[src/rtl/irq_controller.sv]
// irq_controller: seven-source interrupt controller with edge-detected pending
// bits, a source mask, fixed-priority selection (highest index wins) and a
// three-state handshake (IDLE -> REQ -> SVC) with the program counter stage.
// Optional feature: define IRQCTL_SYNC_EN to put a 2-flop synchroniser on src_i.
module irq_controller #(
  parameter logic [6:0] MASK_RST = 7'h7F
) (
  input  logic       clk,
  input  logic       rst,
  input  logic [6:0] src_i,
  input  logic       mask_we_i,
  input  logic [6:0] mask_wdata_i,
  input  logic       ack_i,
  input  logic       eirq_i,
  output logic       irq1_o,
  output logic       irq2_o,
  output logic       irq3_o,
  output logic [6:0] pending_o,
  output logic [2:0] isr_code_o,
  output logic       busy_o
);

  typedef enum logic [1:0] {
    ST_IDLE = 2'd0,
    ST_REQ  = 2'd1,
    ST_SVC  = 2'd2
  } state_t;

  state_t     state_q;
  logic [6:0] s_s;
  logic [6:0] s_d_q;
  logic [6:0] edge_s;
  logic [6:0] pending_q, pending_d;
  logic [6:0] mask_q, mask_d;
  logic [6:0] req_vec_s;
  logic [6:0] clr_s;
  logic [2:0] sel_code_s;
  logic [2:0] irq_q;
  logic [2:0] isr_q;
  logic       busy_q;

`ifdef IRQCTL_SYNC_EN
  logic [6:0] sync1_q;
  logic [6:0] sync2_q;

  // Two-flop synchroniser bringing the asynchronous sources into the clk domain.
  always_ff @(posedge clk or posedge rst) begin
    if (rst) begin
      sync1_q <= 7'd0;
      sync2_q <= 7'd0;
    end else begin
      sync1_q <= src_i;
      sync2_q <= sync1_q;
    end
  end

  assign s_s = sync2_q;
`else
  assign s_s = src_i;
`endif

  // Edge detect, priority select, and next values for pending and mask.
  always_comb begin
    edge_s     = s_s & ~s_d_q;
    req_vec_s  = pending_q & mask_q;
    sel_code_s = 3'd0;
    for (int i = 0; i < 7; i++) begin
      if (req_vec_s[i]) begin
        sel_code_s = 3'(i + 1);
      end else begin
        sel_code_s = sel_code_s;
      end
    end
    // The served bit is cleared on ack; a coincident new edge re-sets it.
    if ((state_q == ST_REQ) && ack_i) begin
      clr_s = 7'b000_0001 << (irq_q - 3'd1);
    end else begin
      clr_s = 7'd0;
    end
    pending_d = (pending_q & ~clr_s) | edge_s;
    if (mask_we_i) begin
      mask_d = mask_wdata_i;
    end else begin
      mask_d = mask_q;
    end
  end

  // Source history, pending and mask registers.
  always_ff @(posedge clk or posedge rst) begin
    if (rst) begin
      s_d_q     <= 7'd0;
      pending_q <= 7'd0;
      mask_q    <= MASK_RST;
    end else begin
      s_d_q     <= s_s;
      pending_q <= pending_d;
      mask_q    <= mask_d;
    end
  end

  // Request/service handshake FSM; vector code, isr code and busy are registered here.
  always_ff @(posedge clk or posedge rst) begin
    if (rst) begin
      state_q <= ST_IDLE;
      irq_q   <= 3'd0;
      isr_q   <= 3'd0;
      busy_q  <= 1'b0;
    end else begin
      case (state_q)
        ST_IDLE: begin
          if (req_vec_s != 7'd0) begin
            state_q <= ST_REQ;
            irq_q   <= sel_code_s;
            busy_q  <= 1'b1;
          end
        end
        ST_REQ: begin
          // Code is frozen here until the PC stage takes it.
          if (ack_i) begin
            state_q <= ST_SVC;
            isr_q   <= irq_q;
            irq_q   <= 3'd0;
          end
        end
        ST_SVC: begin
          if (eirq_i) begin
            state_q <= ST_IDLE;
            isr_q   <= 3'd0;
            busy_q  <= 1'b0;
          end
        end
        default: begin
          state_q <= ST_IDLE;
          irq_q   <= 3'd0;
          isr_q   <= 3'd0;
          busy_q  <= 1'b0;
        end
      endcase
    end
  end

  assign irq1_o     = irq_q[0];
  assign irq2_o     = irq_q[1];
  assign irq3_o     = irq_q[2];
  assign pending_o  = pending_q;
  assign isr_code_o = isr_q;
  assign busy_o     = busy_q;

endmodule

[config.mk]
export PLATFORM = sky130hd
export DESIGN_NAME = irq_controller
export DESIGN_NICKNAME = d
export VERILOG_FILES = /design/src/rtl/irq_controller.sv
export SDC_FILE = /design/constraint.sdc
export NUM_CORES = 1
export LEC_CHECK = 0
export CAP_MARGIN = 10
export CORE_UTILIZATION = 28
export CTS_BUF_LIST = sky130_fd_sc_hd__clkbuf_4 sky130_fd_sc_hd__clkbuf_8
export DETAILED_ROUTE_END_ITERATION = 10
export GPL_TIMING_DRIVEN = 0
export PLACE_DENSITY = 0.52
export SLEW_MARGIN = 0
export SYNTH_ARGS = -nofsm -noshare
export SYNTH_HDL_FRONTEND = slang
export SYNTH_SLANG_ARGS = --single-unit
[constraint.sdc]
create_clock -name clk -period 1.75 [get_ports clk]
set_clock_uncertainty 0.15 [all_clocks]
set_input_delay 0.35 -clock clk [delete_from_list [all_inputs] [get_ports clk]]
set_output_delay 0.35 -clock clk [all_outputs]
set_load 0.005 [all_outputs]
# Word-level counts from Yosys, hierarchy flattened
# Index checks and enable logic that the tools add are counted.
# classes
addsub,1
n_eq_ne,5
n_shift,1
mux,21
bitwise_logic,9
reduce_logical,7
# ops
op,n
$mux 3,10
$and 7x7->7,3
$pmux 3 s3,2
$not 7->7,2
$reduce_and 3->1,4
$mux 7,1
$or 7x7->7,1
$reduce_bool 7->1,1
$shl 1x3->7 const A,1
$mux 2,3
$ne 2x2->1 const B,3
$pmux 2 s3,1
$mux 1,3
$not 1->1,3
$pmux 1 s3,1
$sub 3x1->3 const B,1
$eq 2x1->1 const B,1
$eq 2x2->1 const B,1
$logic_not 2->1,1
$logic_and 1x1->1,1
# totals
ff_bits,30
elab_cells,51

# Logic depth before layout (Yosys ltp)
# logic_depth
word_depth,10
ltp_mapped,5
ltp_nobuf,5

# Worst setup path before layout
# Ideal clock, no wire load.
# synth_path
path_type,reg2reg
startpoint,"reg pending_q[3], in the netlist pending_o[3]"
endpoint,reg irq_q[0]
arrival_time_ns,1.206
required_ns,1.476
path_slack_ns,0.271
stages_incl_launch_ff,5
synth_period_minus_slack_ns,1.479
cell_sequence,dfrtp_1 > a22o_1 > nor4_4 > or3_1 > o21ai_1
# synth_between
elab_chain_len,7
elab_cells_between_ends,10
cone_classes,1 x eq/ne; 6 x mux; 1 x bitwise; 2 x reduce/logical
# synth_rtl
element,line_no,source
"start, declared",33,"logic [6:0] pending_q, pending_d;"
"start signal, assigned",96,pending_q <= pending_d;
$and 7x7->7 (*),65,req_vec_s = pending_q & mask_q;
$mux 3 (4 in a row),68,if (req_vec_s[i]) begin
$mux 3,111,if (req_vec_s != 7'd0) begin
$pmux 3 s3,109,case (state_q)
"end signal, assigned",113,irq_q <= sel_code_s;
"end, declared",38,logic [2:0] irq_q;
# Mark *: on every way between the ends. The rest lies on a longest branch, timed or not. The select of a mux whose other input is x is not followed.
# A chain may end at the register's enable or synchronous reset.

# Final worst setup path
# layout_path
startpoint,"reg pending_q[0], in the netlist pending_o[0]"
endpoint,out pending_o[0]
# layout_rtl
element,line_no,source
"end, declared",18,"output logic [6:0] pending_o,"
# No word-level cell between the ends.

==> impl_metrics.json <==
{
  "antennaDiodeCount": 0,
  "hpwl_mm": 1.997,
  "seqPwrFrac_pct": 41.4,
  "critical_path.max_stage_delay_ns": 0.53,
  "post_cts_buffers": 0,
  "yosys-top-cells-area": "dfrtp_1 45%, dfstp_2 14%, mux2_2 6.1%",
  "critPathRequiredTime_ns": 1.25,
  "syn2layout_area_growth_pct": 38.87,
  "crit_fanout": 4,
  "use_met2_pct": 19.12,
  "initialDrtViolationCount": 63,
  "drive_above_1_share_pct": 20.92,
  "fin_ws_ns": 0.01667,
  "via_per_inst": 4.946,
  "status": "finished, final reports clean",
  "critical_path_depth": 1,
  "finalInstanceArea_sq_um": 1788,
  "htree_levels": 2,
  "startpoint_type": "flop",
  "final_util_pct": 40.78,
  "core_area_sq_um": 4384,
  "ys_seq_area_share_pct": 58.99,
  "post_drt_wl_per_cell_microns": 13.40,
  "rows": 24,
  "slowest_stage": "clkdlybuf4s50_1",
  "initial_core_util_pct": 29.37,
  "portBuffers": 31,
  "clk_pin_slew_ns": 0.06,
  "cap_violations": 0,
  "grt_pass1_vias": 1052,
  "pin_count": 33,
  "num_vias": 1014,
  "power.density_nw_per_um2": 1413,
  "netlist_instances": 113,
  "overflow": 0,
  "dp_slack_ns": -0.1830,
  "dr.pass1.iters": 5,
  "grt_busiest_layer": "met2",
  "path_cells": "clkdlybuf4s50_1",
  "worst_pin_slew_ns": 0.6008,
  "critPathArrivalTime_ns": 1.23,
  "placed_area_sq_um": 1663,
  "drv_slew": 0,
  "cp-end-kind": "output pin",
  "p_int_uw": 1710,
  "clock-sinks": 30,
  "drc": 0,
  "critical_path_class": "reg2out",
  "nets": 172,
  "grtUsageTotal_pct": 12.52,
  "hold_violations": 0,
  "ys_types": 28,
  "post-route-period-util_pct": 99.05,
  "syn_avg_cell_area_sq_um": 11.39,
  "die_width_microns": 69.81,
  "drt_wl_total_mm": 2.746,
  "p_leak_uw": 0.0007648,
  "grt_antenna_before_repair": 0,
  "dp.cells": 196,
  "ys_warn_count": 0,
  "dieArea_sq_um": 4873,
  "die_y_microns": 69.81,
  "finalNonFillerCells": 205,
  "synth_top_area_cell": "dfrtp_1",
  "cts_hold_buf": 0,
  "crit_family": "buffers and inverters",
  "n_fill_cell": 435,
  "ys_ff_latch": 30,
  "clockPowerShare_pct": 22.2,
  "pwr-share-comb_pct": 36.4,
  "setup_viol": 0,
  "swShare_pct": 32.35,
  "synth_top_cell_area_share_pct": 44.70,
  "place_congestion": 0.7794,
  "grt_max_degree": 31,
  "r2r_cells": 4,
  "clock_latency_ns": 0.28,
  "grt_setup_unrepaired": "no",
  "gr-usage-met1_pct": 16.43,
  "worstHoldPathType": "reg2reg",
  "tritoncts": "yes",
  "holdPathStages": 1,
  "detail-route-antenna-nets": 0,
  "power.switching_uw": 817.6,
  "syn-num-nets": 133,
  "max-vdd-ir-drop_mv": 0.5140,
  "synthesis.area_sq_um": 1287,
  "cts.path.max_buffers": 2,
  "numCtsBuffers": 5,
  "fin_crit_ns": 1.733,
  "setup_tns_ns": 0,
  "grt_use_met3_pct": 3.779,
  "fmax_ghz": 0.5769,
  "cts_root_buf": "clkbuf_8",
  "path_buf_inv": 1,
  "grt_pass1_wl_mm": 4.761,
  "relSlewSlack_pct": 59.91
}
[per-layer routing]
layer	vias up	part of all wire [%]
met5	-	0
met4	0	1.5
li1	476	-
met2	36	45
met3	7	6.6
met1	495	47
[final cells by class]
class	count	area [sq um]	area share [%]
Clock buffer	8	91.34	5.108
Inverter	12	45.04	2.519
Multi-Input combinational cell	68	461.7	25.82
Buffer	3	22.52	1.260
Sequential cell	30	763.2	42.69
Tap cell	52	65.06	3.639
Timing Repair Buffer	32	339.1	18.96
[registers in the layout, summed over array words and instances (netlist names)]
register	cells
busy_o	1
state_q	2
s_d_q	7
isr_code_o	3
mask_q	7
irq_q	3
pending_o	7
[cells in the final DEF (no fill, tap or decap), types with 2 or more instances in the layout]
cell type	netlist	routed
a22o_1	6	6
o31ai_1	3	3
a31oi_1	2	2
clkbuf_8	0	5
clkbuf_4	0	3
or3_1	3	3
dfstp_2	7	7
nor2_1	3	3
o21ai_0	13	13
o21ai_1	3	3
nand2_1	14	14
inv_1	12	12
clkdlybuf4s50_1	0	29
mux2_2	7	7
dfrtp_2	0	3
a32o_1	2	2
dfrtp_1	23	20
[path summary, 6_finish.rpt]
check | endpoint | startpoint | slack, ns
max in group asynchronous | mask_q[3]$_DFFE_PP1P_ | rst | 0.58
setup / recovery | pending_o[0] | pending_o[0]$_DFF_PP0_ | 0.02
setup reg to reg | irq_q[0]$_DFFE_PP0P_ | pending_o[3]$_DFF_PP0_ | 0.17
hold / removal | pending_o[4]$_DFF_PP0_ | s_d_q[4]$_DFF_PP0_ | 0.27
min in group asynchronous | pending_o[1]$_DFF_PP0_ | rst | 0.29
hold reg to reg | pending_o[4]$_DFF_PP0_ | s_d_q[4]$_DFF_PP0_ | 0.27
[synthesized netlist by cell type, drive strengths merged]
master	n
and3b	1
clkbuf	1
a21oi	2
a21o	1
a31oi	2
nor4	1
ha	1
a22o	6
o31ai	3
nor4bb	1
a31o	1
nor2	3
nand2	14
nand2b	1
dfrtp	23
nand3	1
or3	3
o2bb2ai	1
a32o	2
dfstp	7
a211o	1
buf	2
mux2	7
o21ai	16
inv	12
[stage by stage]
stage          total power [uW]  hold WS (ns)
2_1_floorplan              1537        0.2314
3_3_place_gp               1966        0.2504
3_5_place_dp               1972        0.2664
4_1_cts                    2547        0.2741
5_1_grt                    2710        0.3015
6_report                   2527        0.2666
[power groups by stage]
stage               sequential [uW]  combinational [uW]  clock [uW]
floorplan                      1020                 520           0
global placement               1050                 920           0
detailed placement             1050                 923           0
CTS                            1050                 924         578
global route                   1080                1030         600
finish                         1050                 920         561
[what timing repair did]
action | in CTS | in global routing
gates resized for setup | 3 | 3
cloned | 0 | 0
endpoints found under the setup margin | 2 | 5
[cells by family after synthesis]
group                      Yosys count  synth area share, %
buffers and inverters               15                5.247
AOI/OAI and AO/OA                   35                18.27
and+or+nand+nor                     25                10.40
muxes                                7                6.123
adders and majority gates            1               0.9717
DFF                                 30                58.99
Note: power is estimated with default switching activity, not from simulation.
==> RTL change 1: new RTL, same settings <==
The option `IRQCTL_SYNC_EN` is turned on by a define.
--- a/src/rtl/irq_controller.sv
+++ b/src/rtl/irq_controller.sv
@@ -4,2 +4,4 @@
 // Optional feature: define IRQCTL_SYNC_EN to put a 2-flop synchroniser on src_i.
+`define IRQCTL_SYNC_EN
+
 module irq_controller #(
Formal check against the unedited RTL: not equivalent (Yosys sat finds a counterexample within 4 cycles, from zero or initial values and one cycle with rst high).
==> RTL change 1 against the unedited design <==
- the flow now finishes with violations (negative setup slack)
- count of clock-buffer cells in the layout shrank 2
- synthesized area grew 25%
- global-route usage shrank 0.20 points
- core utilization shrank 0.65 points
- hold slack lost 0.064 ns
- wire length grew 17%
- total power grew 27%
- die area grew 25%
- setup slack lost 0.029 ns
- sequential cell count grew 14
- via count grew 12%
- cell area grew 24%
- largest cell class unchanged
==> RTL change 1: results (changes against the unedited design) <==
clk_lat worst skew 0.30 ns (+0.02 ns); fraction of layout cells with a size suffix above 1 0.2571 (+0.04799); # fillers 555 (+28%); vias in the first global route 1185 (+13%); Yosys cell types 32 (+14%); max incr delay on CP 0.41 ns (-0.12 ns); gpl congestion 0.7572 (-2.8%); first-pass GRT wire length 5651 um (+19%); slowest stage cell, crit path dfrtp_1; Compound-Gate Fraction of Synth Area 0.1497 (-0.03297); Total GRT Usage 0.1232 (-0.001954); 1st-iter DRT viols 106 (+68%); Sw Pwr 954.3 uW (+17%); violated checks negative setup slack; clock network power 816 uW (+45%); register share of total power 0.428 (+0.014); most frequent cells after synthesis dfrtp_1, o21ai_0, nand2_1; final-stage net count 194 (+13%); Worst EP arrival 1.85 ns (+0.62 ns); Min-Delay Path Depth 0 (-1); R2R cell count 5 (+1); fin worst setup slack -0.01265 ns (-0.02932 ns); routed len/inst 12.98 um (-3.1%); DPL Wire Length 2178 um (+9.0%); outcome finished, violations left; DR vias/cell 4.591 (-7.2%); Post-DP Area 2013 um2 (+21%); syn_nets 145 (+9.0%); hold-critical path endpoint s_s[2]; Slew @ Worst Pin 0.8767 ns (+0.2760 ns); reg2reg start pending_o[1]; Setup violations, final 2 (+2); non-filler cells, final 247 (+20%); P_seq 1370 uW (+30%); Mapped Cells 125 (+11%); Post-Synth Adder-Cell Area 0.007758 (-0.001960); maximum VDD drop 0.0005177 V (+0.73%); Area contributors post-synth dfrtp_1, dfstp_2, mux2_2; crit end category flip-flop; Seq/Total Area, Yosys 0.6881 (+0.09824); largest net degree at the start of global routing 45 (+45%)
==> RTL change 1: cell count changes after synthesis, sizes merged, moves of 2 or more <==
cell	unedited run	this run
a22o	6	3
or3	3	1
o31ai	3	0
dfrtp	23	37
a32o	2	4
nand2	14	12
a22oi	0	2
==> RTL change 1: critical path, delay by kind of cell (launching register included) <==
kind | cells | cell delay [ns]
AOI/OAI and AO/OA | 3 | 0.79
buffers and inverters | 1 | 0.15
DFF | 1 | 0.41
and+or+nand+nor | 1 | 0.21
==> RTL change 1: final cells by class <==
cell class | instances | area [um2] | area share
plain buffers | 3 | 13.76 | 0.006190
clock buffers | 6 | 82.58 | 0.03714
clock inverters | 2 | 38.79 | 0.01745
inverters | 12 | 45.04 | 0.02026
multi-input cells | 66 | 444.2 | 0.1998
flip-flops and latches | 44 | 1115 | 0.5014
well taps | 72 | 90.09 | 0.04052
repair buffers | 42 | 394.1 | 0.1773
==> RTL change 1: timing repair <==
action / 4_1_cts / 5_1_grt
pin swaps: 0 / 1
endpoints found under the hold margin: 0 / 0
endpoints found under the setup margin: 10 / 7
setup buffers: 8 / 3
resized for setup: 5 / 3
==> RTL change 1: layer usage <==
layer  part of all wire  global-route usage  vias up
li1                   -                   -      535
met1               0.43              0.1464      545
met3              0.060             0.03529       10
met4              0.020             0.05000        0
met5                  0                   0        -
met2               0.49              0.2088       44
==> RTL change 1: through the flow <==
stage / hold WS [ns] / TNS [ns] / worst slack, ns / util
after detailed placement: 0.1847 / -0.5081 / -0.1249 / 0.3634
after floorplan: 0.1812 / 0 / 0.2305 / -
after global placement: 0.1815 / -24.55 / -0.6008 / 0.3634
final: 0.2024 / -0.02329 / -0.01265 / 0.4013
after CTS: 0.2045 / 0 / 0.005849 / 0.3968
after global routing: 0.2117 / -0.1318 / -0.04907 / 0.4013
==> RTL change 2: new RTL, same settings <==
Made on the original files. Put a register stage on the outputs `irq1_o`, `irq2_o` and `irq3_o`. The values now appear one clock later. The other outputs are not delayed to match.
--- a/src/rtl/irq_controller.sv
+++ b/src/rtl/irq_controller.sv
@@ -141,5 +141,7 @@
 
-  assign irq1_o     = irq_q[0];
-  assign irq2_o     = irq_q[1];
-  assign irq3_o     = irq_q[2];
+  always_ff @(posedge clk) begin
+    irq1_o <= irq_q[0];
+    irq2_o <= irq_q[1];
+    irq3_o <= irq_q[2];
+  end
   assign pending_o  = pending_q;
Function: changed (a bounded check fails within 4 cycles, from zero or initial values and one cycle with rst high).
==> RTL change 2 against the unedited design <==
- critical path type unchanged
- clock power is 9.3% higher
- via count is 2.0% lower
- wire length is 10% higher
- sequential power is 9% higher
- count of clock-buffer cells in the layout stayed put
- sequential cell count is 3 higher
- setup slack better by 0.022 ns
- the flow now finishes with violations (design-rule violations)
- register-to-register slack worse by 0.07 ns
- synthesized area is 4.7% higher
- total power is 7.0% higher
- cell area is 4.5% higher
==> RTL change 2: results (changes against the unedited design) <==
outcome finished, violations left; violated checks design-rule violations; Slew @ Worst Pin 0.4303 ns (-0.1705 ns); routed via count 994 (-2.0%); Total GRT Usage 0.1342 (+0.009005); Mapped Cells 116 (+2.7%); Worst Hold Class primary input to asynchronous set/reset pin; Pre-Repair DR Iteration Count 7 (+2); Routed met1 length 1382 um (+6.9%); Static Leak 0.0007969 uW (+4.2%); dpl cells 199 (+1.5%); Compound-Gate Fraction of Synth Area 0.1746 (-0.008143); Tmin final 1.711 ns (-0.02192 ns); met3 wire length 199 um (+9.3%); grt met2 use 0.2116 (+0.02040); met2 WL 1429 um (+16%); worst hold slack 0.2015 ns (-0.06512 ns); first-pass GRT wire length 5126 um (+7.7%); DP Worst Slack -0.1812 ns (+0.001818 ns); Post-Synth Adder-Cell Area 0.009285 (-0.0004331); DRC Markers 3 (+3); Post-DP Area 1723 um2 (+3.6%); Power, Total 2704 uW (+7.0%); Seq/Total Area, Yosys 0.6082 (+0.01828); ys async rst share 0.9091 (-0.09091); non-filler cells, final 209 (+2.0%)
RTL change 2: worst max path at each step:
| stage | startpoint | to |
|---|---|---|
| floorplan | pending_o[3] | irq_q[0] |
| global placement | ack_i | pending_o[4] |
| detailed placement | rst | pending_o[6] |
| CTS | pending_o[4] | pending_o[4] |
| global route | pending_o[2] | pending_o[2] |
| finish | pending_o[2] | pending_o[2] |
RTL change 2: final cells by class:
class,instances,area [um2]
flip-flops and latches,33,822.0
clock buffers,8,97.59
multi-input cells,68,461.7
fillers,426,2605
well taps,52,65.06
plain buffers,3,22.52
repair buffers,33,355.3
inverters,12,45.04
RTL change 2: logic make-up (layout without fill, tap and decap cells):
| kind of cell | count (synthesis) | in the layout |
|---|---|---|
| AOI/OAI and AO/OA | 35 | 35 |
| adders and majority gates | 1 | 1 |
| buffers and inverters | 15 | 56 |
| DFF | 33 | 33 |
| muxes | 7 | 7 |
| and+or+nand+nor | 25 | 25 |
